[config.mk]
export PLATFORM = sky130hd
export DESIGN_NAME = multicycle_ctrl
export DESIGN_NICKNAME = d
export VERILOG_FILES = /design/src/rtl/multicycle_ctrl.sv
export SDC_FILE = /design/constraint.sdc
export NUM_CORES = 1
export LEC_CHECK = 0
export CAP_MARGIN = 25
export CELL_PAD_IN_SITES_DETAIL_PLACEMENT = 1
export CELL_PAD_IN_SITES_GLOBAL_PLACEMENT = 2
export CORE_UTILIZATION = 24
export DETAILED_ROUTE_END_ITERATION = 8
export PLACE_DENSITY_LB_ADDON = 0.3
export SLEW_MARGIN = 40
export SYNTH_ARGS = -nofsm -noshare
export SYNTH_HDL_FRONTEND = slang
export SYNTH_SLANG_ARGS = --single-unit
[constraint.sdc]
create_clock -name i_clk -period 2.8 [get_ports i_clk]
set_clock_uncertainty 0.15 [all_clocks]
set_input_delay 0.56 -clock i_clk [delete_from_list [all_inputs] [get_ports i_clk]]
set_output_delay 0.56 -clock i_clk [all_outputs]
set_load 0.01 [all_outputs]
[src/rtl/multicycle_ctrl.sv]
// Control FSM for a multicycle RV32I datapath: register enables, mux selects,
// ALU op, register-file write and a memory handshake with a timeout trap.
module multicycle_ctrl #(
  parameter int unsigned MEM_TIMEOUT = 15
) (
  input  logic       i_clk,
  input  logic       i_rst,
  input  logic [6:0] i_opcode,
  input  logic [2:0] i_funct3,
  input  logic       i_zero,
  input  logic       i_mem_rdy,
  output logic       o_pc_en,
  output logic       o_ir_en,
  output logic       o_ab_en,
  output logic       o_aluout_en,
  output logic       o_mdr_en,
  output logic       o_rf_we,
  output logic       o_mem_rd,
  output logic       o_mem_wr,
  output logic       o_addr_sel,
  output logic       o_alu_src_a,
  output logic [1:0] o_alu_src_b,
  output logic [1:0] o_alu_op,
  output logic [1:0] o_wb_sel,
  output logic [1:0] o_pc_src,
  output logic       o_err,
  output logic [3:0] o_state
);

  localparam int unsigned CNT_W = $clog2(MEM_TIMEOUT + 1);

  localparam logic [6:0] OP_R      = 7'b0110011;
  localparam logic [6:0] OP_I      = 7'b0010011;
  localparam logic [6:0] OP_LOAD   = 7'b0000011;
  localparam logic [6:0] OP_STORE  = 7'b0100011;
  localparam logic [6:0] OP_BRANCH = 7'b1100011;
  localparam logic [6:0] OP_JAL    = 7'b1101111;
  localparam logic [6:0] OP_LUI    = 7'b0110111;

  typedef enum logic [3:0] {
    S_FETCH    = 4'd0,
    S_DECODE   = 4'd1,
    S_EXEC_R   = 4'd2,
    S_EXEC_I   = 4'd3,
    S_MEM_ADDR = 4'd4,
    S_MEM_RD   = 4'd5,
    S_MEM_WB   = 4'd6,
    S_MEM_WR   = 4'd7,
    S_BRANCH   = 4'd8,
    S_JAL      = 4'd9,
    S_LUI      = 4'd10,
    S_WB_ALU   = 4'd11,
    S_TRAP     = 4'd12
  } state_t;

  state_t             r_state;
  state_t             w_next;
  logic [CNT_W-1:0]   r_wait_cnt;
  logic               w_mem_state;
  logic               w_timeout;
  logic               w_taken;

  assign w_mem_state = (r_state == S_FETCH) || (r_state == S_MEM_RD) || (r_state == S_MEM_WR);
  assign w_timeout   = w_mem_state && !i_mem_rdy && (r_wait_cnt == CNT_W'(MEM_TIMEOUT));
  assign w_taken     = ((i_funct3 == 3'b000) && i_zero) || ((i_funct3 == 3'b001) && !i_zero);

  // State register
  always_ff @(posedge i_clk or posedge i_rst) begin
    if (i_rst) r_state <= S_FETCH;
    else       r_state <= w_next;
  end

  // Memory wait counter; restarts whenever the state changes
  always_ff @(posedge i_clk or posedge i_rst) begin
    if (i_rst)                        r_wait_cnt <= '0;
    else if (w_next != r_state)       r_wait_cnt <= '0;
    else if (w_mem_state && !i_mem_rdy) r_wait_cnt <= r_wait_cnt + CNT_W'(1);
  end

  // Next-state logic
  always_comb begin
    w_next = r_state;
    case (r_state)
      S_FETCH: begin
        if (i_mem_rdy)      w_next = S_DECODE;
        else if (w_timeout) w_next = S_TRAP;
      end
      S_DECODE: begin
        case (i_opcode)
          OP_R:               w_next = S_EXEC_R;
          OP_I:               w_next = S_EXEC_I;
          OP_LOAD, OP_STORE:  w_next = S_MEM_ADDR;
          OP_BRANCH:          w_next = S_BRANCH;
          OP_JAL:             w_next = S_JAL;
          OP_LUI:             w_next = S_LUI;
          default:            w_next = S_TRAP;
        endcase
      end
      S_EXEC_R, S_EXEC_I: w_next = S_WB_ALU;
      S_MEM_ADDR:         w_next = (i_opcode == OP_STORE) ? S_MEM_WR : S_MEM_RD;
      S_MEM_RD: begin
        if (i_mem_rdy)      w_next = S_MEM_WB;
        else if (w_timeout) w_next = S_TRAP;
      end
      S_MEM_WR: begin
        if (i_mem_rdy)      w_next = S_FETCH;
        else if (w_timeout) w_next = S_TRAP;
      end
      S_MEM_WB, S_BRANCH, S_JAL, S_LUI, S_WB_ALU: w_next = S_FETCH;
      S_TRAP:             w_next = S_TRAP;
      default:            w_next = S_TRAP;
    endcase
  end

  // Output decode; everything held low while reset is asserted
  always_comb begin
    o_pc_en     = 1'b0;
    o_ir_en     = 1'b0;
    o_ab_en     = 1'b0;
    o_aluout_en = 1'b0;
    o_mdr_en    = 1'b0;
    o_rf_we     = 1'b0;
    o_mem_rd    = 1'b0;
    o_mem_wr    = 1'b0;
    o_addr_sel  = 1'b0;
    o_alu_src_a = 1'b0;
    o_alu_src_b = 2'd0;
    o_alu_op    = 2'd0;
    o_wb_sel    = 2'd0;
    o_pc_src    = 2'd0;
    o_err       = 1'b0;
    o_state     = 4'd0;
    if (!i_rst) begin
      o_state = r_state;
      case (r_state)
        S_FETCH: begin
          o_mem_rd    = 1'b1;
          o_alu_src_b = 2'd1;
          o_ir_en     = i_mem_rdy;
          o_pc_en     = i_mem_rdy;
        end
        S_DECODE: o_ab_en = 1'b1;
        S_EXEC_R: begin
          o_alu_src_a = 1'b1;
          o_alu_op    = 2'd2;
          o_aluout_en = 1'b1;
        end
        S_EXEC_I: begin
          o_alu_src_a = 1'b1;
          o_alu_src_b = 2'd2;
          o_alu_op    = 2'd2;
          o_aluout_en = 1'b1;
        end
        S_MEM_ADDR: begin
          o_alu_src_a = 1'b1;
          o_alu_src_b = 2'd2;
          o_aluout_en = 1'b1;
        end
        S_MEM_RD: begin
          o_mem_rd   = 1'b1;
          o_addr_sel = 1'b1;
          o_mdr_en   = i_mem_rdy;
        end
        S_MEM_WB: begin
          o_rf_we  = 1'b1;
          o_wb_sel = 2'd1;
        end
        S_MEM_WR: begin
          o_mem_wr   = 1'b1;
          o_addr_sel = 1'b1;
        end
        S_BRANCH: begin
          o_alu_src_a = 1'b1;
          o_alu_op    = 2'd1;
          o_pc_src    = 2'd1;
          o_pc_en     = w_taken;
        end
        S_JAL: begin
          o_rf_we  = 1'b1;
          o_wb_sel = 2'd2;
          o_pc_en  = 1'b1;
          o_pc_src = 2'd2;
        end
        S_LUI: begin
          o_rf_we  = 1'b1;
          o_wb_sel = 2'd3;
        end
        S_WB_ALU: o_rf_we = 1'b1;
        S_TRAP:   o_err   = 1'b1;
        default:  o_err   = 1'b1;
      endcase
    end
  end

endmodule

==> metrics.md <==
| Metric | Value |
|---|---|
| Critical path class | `reg -> out` |
| Tot GR Track Use | `17.4%` |
| Reg clk slew, reported paths | `0.04 ns` |
| Status | `complete, no violations` |
| Placer congestion estimate | `0.825` |
| Commonest non-fill, non-tap cell in the layout | `clkdlybuf4s50_1` |
| Vias in the first global route | `1,188` |
| Mean Syn Cell Area | `7.05 µm²` |
| Ys flop type | `dfrtp_1` |
| Setup crit end kind | `output pin` |
| Worst skew pair latency | `0.23 ns` |
| Number of clock sinks | `8` |
| Placed instance area | `0.00141 mm²` |
| Fin crit share | `96.4%` |
| Clock group share of total power | `10.6%` |
| Int Pwr | `0.000676 W` |
| H-tree levels | `1` |
| CTS tree | `done` |
| Total Wirelength | `3390 µm` |
| Vias | `1,142` |
| DPL Wire Length | `2690 µm` |
| CP max FO | `20` |
| Fin crit period | `2.70 ns` |
| Placed Cells | `220` |
| Ports | `37` |
| Post-synthesis sequential area ratio | `21.9%` |
| WL/cell | `15.1 µm` |
| First-pass GRT wire length | `5550 µm` |
| Yosys synthesis warning count | `0` |
| Post-synth EDFFs | `0` |
| Hold Slack | `0.405 ns` |
| # diodes | `0` |
| Worst Tran Pin Value | `0.576 ns` |
| Worst endpoint required time | `2.09 ns` |
| Clock Root Buffer | `clkbuf_8` |
| I/O Buffers | `36` |
| WP data arrival | `1.99 ns` |
| Final cell count without fillers | `225` |
| DRT antenna net count | `0` |
| Post-synthesis register bit count | `8` |
| Asr flop ratio synth | `100%` |
| Die Y | `63.8 µm` |
| Leakage | `0.671 nW` |
| CTS max path bufs | `2` |
| Instance count of the mapped netlist | `130` |
| Sw Share | `47.0%` |
| Initial core utilization | `25.0%` |
| FILL cells | `470` |
| Final core utilization | `40.5%` |
| Area leader, netlist | `dfrtp_1` |
| Antenna violations before repair | `0` |
| Count of cell types in the netlist | `43` |
| Share of total power in combinational logic | `70.1%` |
| Maxcap violations | `0` |
| CTS buffer count | `3` |
| Syn Nets | `145` |
| Die width | `63.8 µm` |
| Power density over cell area | `860 mW/mm²` |
| HP Class | `in -> async` |
| CTS Hold Bufs | `0` |
| Unrepaired setup endpoints after global routing | `false` |
| Count of final setup violators | `0` |
| Slew Viols, Final | `0` |
| Slew headroom | `61.0%` |
| Ranking of synthesized cells by area | `dfrtp_1 (22%), nor3_1 (8.2%), nor2_1 (6.6%)` |
| Remaining DRCs | `0` |
| Vias/cell | `5.08` |
| Initial DRC count | `27` |
| Synth-to-Final Area Change | `62.0%` |
| Max Freq | `370 MHz` |
| Hold Vio Cnt, Final | `0` |
| Multi-input logic area | `652 µm²` |
| Startpoint Class | `register` |
| Net Sw Power | `0.000600 W` |
| Drt first pass iters | `4` |
| Core Area | `0.00366 mm²` |
| Yosys top cell area share | `21.9%` |
| Flop pwr share | `19.2%` |
| Post-Layout Inst Area | `0.00148 mm²` |
| Final nets | `194` |
| Reg area | `203 µm²` |
| GRT overflow | `0` |
| Largest net degree at the start of global routing | `21` |
| Most frequent cells in the layout | `clkdlybuf4s50_1 (28), buf_4 (16), nor2_1 (15)` |
| Layout cell share with drive strength beyond 1 | `17.5%` |
| Die ar. | `0.00407 mm²` |
| Num rows | `22` |
| Post-Syn Area | `916 µm²` |
| Max VDD drop | `0.000361 V` |
-- worst max-delay path, stage by stage (launching register included) --
cell,delay (ns)
dfrtp_2,0.52
or4b_4,0.57
nor2_1,0.13
clkdlybuf4s50_1,0.54
-- area by class of cell --
type / instances / area share [%]
Sequential cell: 8 / 13.7
Multi-Input combinational cell: 105 / 43.9
Clock buffer: 3 / 2.78
Tap cell: 48 / 4.05
Timing Repair Buffer: 54 / 33.8
Inverter: 7 / 1.77
-- final timing paths --
kind | startpoint | end | slack, ns | cells after the start
setup / recovery | r_state[2] | o_ab_en | 0.1 | 3
hold / removal | i_rst | r_state[0] | 0.41 | 4
setup reg to reg | r_state[0] | r_wait_cnt[2] | 0.77 | 7
hold reg to reg | r_state[3] | r_state[0] | 0.41 | 1
max in group asynchronous | i_rst | r_state[1] | 1.96 | 4
min in group i_clk | r_state[3] | r_state[0] | 0.41 | 1
-- what timing repair did --
action,4_1_cts,5_1_grt
endpoints found under the hold margin,0,0
endpoints found under the setup margin,10,7
setup buffers,0,1
pin swaps,0,1
cloned,0,1
resized for setup,7,7
-- cells by family after synthesis --
logic type | Yosys count | share of synthesized area [%]
compound gates | 26 | 20.9
xor+xnor | 5 | 4.78
fa+ha+maj | 1 | 1.37
buf+inv | 17 | 8.33
flops | 8 | 21.9
mux | 1 | 1.09
simple gates | 72 | 41.7
-- state kept, by name, summed over array words and instances, names as in the netlist --
name and flops:
r_wait_cnt 4, r_state 4
-- cells in the mapped netlist (all sizes together), types with 2 or more instances --
library cell and instances:
nor2b 6, xnor2 3, o21ai 3, nand3 6
dfrtp 8, clkbuf 3, xor2 2, nor3 15
o2111ai 2, nand4 2, inv 7, buf 7
nand2b 2, o211ai 4, nand2 11, a21oi 6
nor2 16, and2 4, nor4b 2, a22oi 2
-- power groups by stage --
| stage | sequential (W) | clock [W] | combinational, W |
|---|---|---|---|
| global route | 0.000260 | 0.000143 | 0.000994 |
| detailed placement | 0.000247 | 0 | 0.000898 |
| finish | 0.000245 | 0.000136 | 0.000895 |
| floorplan | 0.000168 | 0 | 0.000583 |
| CTS | 0.000248 | 0.000140 | 0.000899 |
| global placement | 0.000243 | 0 | 0.000880 |
-- stage by stage --
step | total power (W) | setup TNS [ns] | setup WS (ns)
after detailed placement | 0.00114 | -0.437 | -0.103
after global routing | 0.00140 | 0 | 0.0392
after floorplan | 0.000750 | 0 | 0.549
after global placement | 0.00112 | -0.229 | -0.0678
final | 0.00128 | 0 | 0.0997
after CTS | 0.00129 | -0.0748 | -0.0401
-- metal layers --
| metal | track usage [%] | routed length [µm] | vias to the layer above |
|---|---|---|---|
| li1 | - | - | 564 |
| met1 | 21.5 | 1530 | 545 |
| met2 | 30.6 | 1730 | 29 |
| met3 | 0.893 | 96 | 4 |
| met4 | 8.52 | 38 | 0 |
| met5 | 0 | 0 | - |
Note: power is estimated with default switching activity, not from simulation.
